### src/rtl/clk_div_prog.sv
// Runtime-programmable tick divider with periodic/one-shot modes and a wrapping tick counter.
// Optional square-wave output is built only when CLK_DIV_SQUARE_EN is defined.
module clk_div_prog #(
    parameter int WIDTH       = 16,
    parameter int DEFAULT_DIV = 100,
    parameter int EVT_WIDTH   = 16,
    parameter int AUTOSTART   = 1
) (
    input  logic                 clk,
    input  logic                 reset,
    input  logic                 en,
    input  logic                 start,
    input  logic                 stop,
    input  logic                 oneshot,
    input  logic                 div_load,
    input  logic [WIDTH-1:0]     div_in,
    output logic                 tick,
    output logic                 busy,
    output logic                 done,
    output logic [WIDTH-1:0]     div_cur,
    output logic [EVT_WIDTH-1:0] tick_count,
    output logic                 square
);

    typedef enum logic [1:0] {
        S_IDLE = 2'd0,
        S_RUN  = 2'd1,
        S_DONE = 2'd2
    } state_e;

    localparam state_e              RESET_STATE = (AUTOSTART != 0) ? S_RUN : S_IDLE;
    localparam logic [WIDTH-1:0]     DIV_RST     = WIDTH'(DEFAULT_DIV);
    localparam logic [WIDTH-1:0]     ONE_W       = {{(WIDTH-1){1'b0}}, 1'b1};
    localparam logic [EVT_WIDTH-1:0] ONE_E       = {{(EVT_WIDTH-1){1'b0}}, 1'b1};

    state_e                 state_q, state_d;
    logic                   mode_q, mode_d;
    logic [WIDTH-1:0]       count_q, count_d;
    logic [WIDTH-1:0]       div_q, div_d;
    logic                   tick_q, tick_d;
    logic [EVT_WIDTH-1:0]   tc_q, tc_d;
    logic [WIDTH-1:0]       d_eff_s;
    logic                   term_s;

    // A zero divisor behaves as divide-by-one.
    assign d_eff_s = (div_q == {WIDTH{1'b0}}) ? ONE_W : div_q;
    assign term_s  = (state_q == S_RUN) && en && (count_q == (d_eff_s - ONE_W));

    // Next-state: load beats stop beats start beats counting; any control discards a terminal count.
    always_comb begin
        state_d = state_q;
        mode_d  = mode_q;
        count_d = count_q;
        div_d   = div_q;
        tick_d  = 1'b0;
        tc_d    = tc_q;
        if (div_load || stop || start) begin
            count_d = {WIDTH{1'b0}};
            if (div_load) begin
                div_d = div_in;
            end else begin
                div_d = div_q;
            end
            if (stop) begin
                state_d = S_IDLE;
            end else if (start) begin
                state_d = S_RUN;
                tc_d    = {EVT_WIDTH{1'b0}};
                mode_d  = oneshot;
            end else begin
                state_d = state_q;
            end
        end else if (term_s) begin
            count_d = {WIDTH{1'b0}};
            tick_d  = 1'b1;
            tc_d    = tc_q + ONE_E;
            if (mode_q) begin
                state_d = S_DONE;
            end else begin
                state_d = state_q;
            end
        end else if ((state_q == S_RUN) && en) begin
            count_d = count_q + ONE_W;
        end else begin
            count_d = count_q;
        end
    end

`ifdef CLK_DIV_SQUARE_EN
    logic [WIDTH-1:0] d_next_s;
    logic [WIDTH:0]   half_s;
    logic             square_d;
    logic             square_q;

    // High for the first ceil(D/2) counts of each period, evaluated on the post-edge count.
    always_comb begin
        d_next_s = (div_d == {WIDTH{1'b0}}) ? ONE_W : div_d;
        half_s   = ({1'b0, d_next_s} + {{WIDTH{1'b0}}, 1'b1}) >> 1;
        square_d = (state_d == S_RUN) && ({1'b0, count_d} < half_s);
    end

    // Square-wave register.
    always_ff @(posedge clk) begin
        if (reset) begin
            square_q <= 1'b0;
        end else begin
            square_q <= square_d;
        end
    end

    assign square = square_q;
`else
    assign square = 1'b0;
`endif

    // State and datapath registers.
    always_ff @(posedge clk) begin
        if (reset) begin
            state_q <= RESET_STATE;
            mode_q  <= 1'b0;
            count_q <= {WIDTH{1'b0}};
            div_q   <= DIV_RST;
            tick_q  <= 1'b0;
            tc_q    <= {EVT_WIDTH{1'b0}};
        end else begin
            state_q <= state_d;
            mode_q  <= mode_d;
            count_q <= count_d;
            div_q   <= div_d;
            tick_q  <= tick_d;
            tc_q    <= tc_d;
        end
    end

    assign tick       = tick_q;
    assign busy       = (state_q == S_RUN);
    assign done       = (state_q == S_DONE);
    assign div_cur    = div_q;
    assign tick_count = tc_q;

endmodule

### config.mk
export PLATFORM = sky130hd
export DESIGN_NAME = clk_div_prog
export DESIGN_NICKNAME = d
export VERILOG_FILES = /design/src/rtl/clk_div_prog.sv
export SDC_FILE = /design/constraint.sdc
export NUM_CORES = 1
export LEC_CHECK = 0
export ABC_CLOCK_PERIOD_IN_PS = 4400
export CAP_MARGIN = 20
export CORE_MARGIN = 8
export CORE_UTILIZATION = 42
export DETAILED_ROUTE_END_ITERATION = 16
export PLACE_DENSITY = 0.65
export SKIP_LAST_GASP = 1
export SYNTH_ARGS = -nofsm -noshare
export SYNTH_HDL_FRONTEND = slang
export SYNTH_SLANG_ARGS = --single-unit
### constraint.sdc
create_clock -name clk -period 4.4 [get_ports clk]
set_clock_uncertainty 0.1 [all_clocks]
set_input_delay 0.66 -clock clk [delete_from_list [all_inputs] [get_ports clk]]
set_output_delay 0.66 -clock clk [all_outputs]
set_load 0.05 [all_outputs]
Word-level counts from Yosys, hierarchy flattened. Index checks and enable logic that the tools add are counted.

Muxes and demuxes: 11. Reduce and logical (&&, ||, !) cells: 13. Eq/ne operators: 6. Bitwise gates (word level): 1. Add/subtract/negate cells: 3.

Operators with widths (count): 2-to-1 mux 16 bit (5); adder 16 x 1 -> 16 bit (second input constant) (2); equality test 16 bit (1); logical NOT 16 bit (1); subtractor 16 x 1 -> 16 bit (second input constant) (1); 2-to-1 mux 2 bit (5); AND reduction 3 bit (3); inequality test 2 bit (second input constant) (2); nonzero test 2 bit (2); inequality test 3 bit (second input constant) (1); OR reduction 3 bit (1); equality test 2 x 1 -> 1 bit (second input constant) (1); equality test 2 bit (second input constant) (1); logical AND 1 bit (2); logical OR 1 bit (2); AND reduction 2 bit (1); OR reduction 2 bit (1); 2-to-1 mux 1 bit (1); NOT 1 bit (1).

Bits of input ports: 23. Output and inout bits: 36. Register bits: 52. Logic and storage cells: 40.

Logic depth before layout (Yosys ltp).
Depth in word-level cells: 7. Gate-level depth with buffers: 14. Depth with buffers taken out: 12.

Worst setup path before layout. No wires, ideal clock.

Path type: reg-to-reg. Start: reg div_q[4] (netlist: div_cur[4]). End: reg tc_q[15] (netlist: tick_count[15]). Setup time: 0.070 ns. Path slack: 0.504 ns. Stages on the path, launching flop included: 14. Required time: 4.230 ns. Data arrival time: 3.725 ns. Buffers on the path: 1. Clock period less this slack: 3.896 ns. Cell sequence: dfxtp_1 > nor4_4 > and3_1 > a31oi_1 > ha_1 > nor3b_2 > buf_2 > a31o_2 > a21o_1 > a21boi_1 > nand4_2 > o41a_4 > or4_1 > a21oi_1.

Cells in the longest elaborated chain, start to end: 7.

Ends and longest elaborated chain: start: declaration (RTL line 39) `logic [WIDTH-1:0] div_q, div_d;`; start signal: assignment (RTL line 129) `div_q <= div_d;`; logical NOT 16 bit (RTL line 46) `assign d_eff_s = (div_q == {WIDTH{1'b0}}) ? ONE_W : div_q;`; 2-to-1 mux 16 bit (*) (RTL line 46); subtractor 16 x 1 -> 16 bit (*) (RTL line 47) `assign term_s = (state_q == S_RUN) && en && (count_q == (d_eff_s - ONE_W));`; equality test 16 bit (*) (RTL line 47); logical AND 1 bit (*) (RTL line 47); nonzero test 2 bit (no line) (*); AND reduction 3 bit (no line) (*); end signal: assignment (RTL line 124) `tc_q <= {EVT_WIDTH{1'b0}};`; end signal: assignment (RTL line 131) `tc_q <= tc_d;`; end: declaration (RTL line 41) `logic [EVT_WIDTH-1:0] tc_q, tc_d;`.

Every way passes the cells marked *; elsewhere a longest branch is shown, timed or not. A chain may end at the register's enable or synchronous reset.

Worst setup path in the final report.
Start: reg div_q[4] (netlist: div_cur[4]). End: reg count_q[5].

Cells in the longest elaborated chain, start to end: 6.

Ends and longest elaborated chain: logical NOT 16 bit (RTL line 46); 2-to-1 mux 16 bit (*) (RTL line 46); subtractor 16 x 1 -> 16 bit (*) (RTL line 47); equality test 16 bit (*) (RTL line 47); logical AND 1 bit (*) (RTL line 47); OR reduction 3 bit (no line) (*); end signal: assignment (RTL line 121) `count_q <= {WIDTH{1'b0}};`; end signal: assignment (RTL line 128) `count_q <= count_d;`; end: declaration (RTL line 38) `logic [WIDTH-1:0] count_q, count_d;`.

Marks and branches as above.

==> results.cfg <==
[sta]
setup_ws_ns = 0.362
relSlewSlack_pct = 52.4
hold_viol_final = 0
tns_ns = 0
finalSetupViolCount = 0
fin_crit_sh_pct = 91.8
slew_violations = 0
rsz0062_at_grt = false
post-route-min-period_ns = 4.04
worst_pin_slew_ns = 0.712
fmax_mhz = 248

[setup_path]
reg2reg_to = count_q[5]
setup.reg_to_reg.worst_slack_ns = 0.36
crit_end = count_q[5]
slowest_delay_ns = 0.54
cp_max_fo = 16
cp_data_arrival_time_ns = 4.11
crit_slowest_cell = nand3b_1
cp-startpoint = div_cur[4]
required_ns = 4.47
timing.rr.start = div_cur[4]
start_kind = flip-flop
critical_path.cell_chain = nor4_4 -> and3_1 -> a31oi_1 -> ha_1 -> nor3b_2 -> a31o_2 -> a21o_1 -> a211oi_1 -> nor4b_1 -> nand3_1 -> nand3b_1 -> nor2_1
crit_family = simple AND/OR/NAND/NOR gates
crit_buf_inv = 0
crit_path_end_kind = flip-flop
path_class = flip-flop to flip-flop
path_depth = 12
ff2ff_path_depth = 12

[clock_tree]
clockBufferDepth = 2
cts_tree = built
cts_resized = 0
cts_hold_buf = 0
cts_htree_levels = 2
cts_buffers = 5
root_buffer = clkbuf_8
postCtsSetupRepairBufs = 0
cts.sinks = 52
path_clk_slew_ns = 0.10
insertion_delay_ns = 0.31

[power]
power.leakage_uw = 0.00129
p_total_uw = 1020
power.density_nw_per_um2 = 274
irDropWorstVdd_v = 0.000189

[yosys]
ys_warn_count = 0
synth_ff_type = dfxtp_1
yosysSeqAreaShare_pct = 35.2
ys_seq_elements = 52
syn-num-nets = 374
synth_edf_count = 0
synth_area_um2 = 2960
synthCells = 348
synth_cell_types = 57
ys_async_sr_fraction_pct = 0
avgSynthCellArea_um2 = 8.51

[placed_design]
dp_slack_ns = 0.395
dp_cells = 487
gp_congestion = 0.898
io_buffer_count = 57
place_hpwl_um = 5930
post_dp_cell_area_um2 = 3590

[layout]
final_common_cell = clkdlybuf4s50_1
final_nets = 424
filler_cell_count = 650
final_area_um2 = 3710
seq_area_um2 = 1040
multi_input_area_um2 = 1810
area_growth_pct = 25.3
n_antenna_cell = 0
drive_gt1_share_pct = 6.52
final_cell_mix = 57 x clkdlybuf4s50_1, 52 x dfxtp_1, 43 x nor2_1
instances_no_fill = 495

[global_route]
grt_usage_pct = 16.1
antenna_found_initial = 0
grt_pass1_wl_um = 13100
overflow = 0
grt_max_degree = 29
grt_pass1_vias = 2605

[route]
antenna_left = 0
dr.pass1.iters = 5
drt-total-wl_um = 7920
remaining_drc_errors = 0
dr.first_iter.drc_count = 122
dr_total_vias = 2721
viasPerCell = 5.50
wire_per_inst_um = 16.0

[hold_path]
hold_class = flip-flop to flip-flop

[floorplanning]
die_y_um = 100
die_area_um2 = 9990
die_x_um = 100
io_pins = 59
rows = 30
initial_utilization_pct = 43.6
core_um2 = 6790

[outcome]
status = finished, final reports clean

[flow_run]
drv_cap = 0
## synthesized netlist by cell type, types with 5 or more instances
| master | n | area share, % |
|---|---|---|
| a21oi_1 | 21 | 3.6 |
| xnor2_1 | 11 | 3.3 |
| nand4_1 | 8 | 1.7 |
| or4_1 | 6 | 1.5 |
| o31ai_1 | 5 | 1.3 |
| and2_1 | 5 | 1.1 |
| nor2_1 | 43 | 5.5 |
| xor2_1 | 19 | 5.6 |
| dfxtp_1 | 52 | 35 |
| nor3_1 | 10 | 1.7 |
| nand3_1 | 16 | 2.7 |
| nor2b_1 | 7 | 1.5 |
| o21ai_0 | 11 | 1.9 |
| or3_1 | 7 | 1.5 |
| inv_1 | 9 | 1.1 |
| clkbuf_1 | 9 | 1.1 |
| nand2_1 | 18 | 2.3 |
| and3_1 | 9 | 1.9 |
| mux2i_1 | 16 | 5.4 |
## how the worst min path moves through the flow
stage | startpoint | endpoint | cells past startpoint
finish | tick_count[15] | tick_count[15] | 2
global route | tick_count[11] | tick_count[11] | 2
CTS | tick_count[15] | tick_count[15] | 2
detailed placement | tick_count[15] | tick_count[15] | 2
global placement | tick_count[15] | tick_count[15] | 2
floorplan | mode_q | mode_q | 2
## registers in the layout (all words and copies together), names as in the netlist
name and flops:
tick_count 16, state_q 2, count_q 16, tick 1, div_cur 16, mode_q 1
## metrics by stage
stage	util, %	hold slack (ns)
5_1_grt	54.6	0.438
3_3_place_gp	52.9	0.365
4_1_cts	54.6	0.399
3_5_place_dp	52.9	0.384
2_1_floorplan	-	0.360
6_report	54.6	0.389
## power breakdown
| group | switching, uW | internal (uW) | leakage, uW |
|---|---|---|---|
| Clock | 167 | 172 | 0.0000583 |
| Sequential | 20.2 | 481 | 0.000423 |
| Combinational | 102 | 73.0 | 0.000808 |
| Total | 290 | 725 | 0.00129 |
## routing by layer
| layer | up-vias | GRT usage, % | part of all wire [%] |
|---|---|---|---|
| met4 | 0 | 5.47 | 1.5 |
| met2 | 79 | 25.2 | 46 |
| li1 | 1354 | - | - |
| met1 | 1282 | 20.6 | 46 |
| met5 | - | 0 | 0 |
| met3 | 6 | 4.43 | 6.4 |
## worst reg2reg max path: stages, from the launching register on
cell,delay [ns]
dfxtp_1,0.41
nor4_4,0.51
and3_1,0.31
a31oi_1,0.10
ha_1,0.25
nor3b_2,0.24
a31o_2,0.25
a21o_1,0.19
a211oi_1,0.21
nor4b_1,0.53
nand3_1,0.14
nand3b_1,0.54
nor2_1,0.12
## cells by family (layout without fill, tap and decap cells)
group | after synthesis | count (layout) | synth area share, %
adders and majority gates | 3 | 3 | 1.27
and+or+nand+nor | 157 | 157 | 30.2
AOI/OAI and AO/OA | 60 | 60 | 13.6
DFF | 52 | 52 | 35.2
buffers and inverters | 26 | 77 | 3.85
muxes | 18 | 18 | 6.17
other | 1 | 1 | 0.127
xor gates and xnor gates | 31 | 31 | 9.64
## layout make-up
class / instances / share of cell area (%)
repair buffers: 60 / 16.0
flip-flops and latches: 52 / 28.1
inverters: 9 / 0.911
multi-input cells: 270 / 48.7
well taps: 96 / 3.24
clock inverters: 3 / 1.28
clock buffers: 5 / 1.85
No activity file was read; power rests on OpenSTA's default activity.
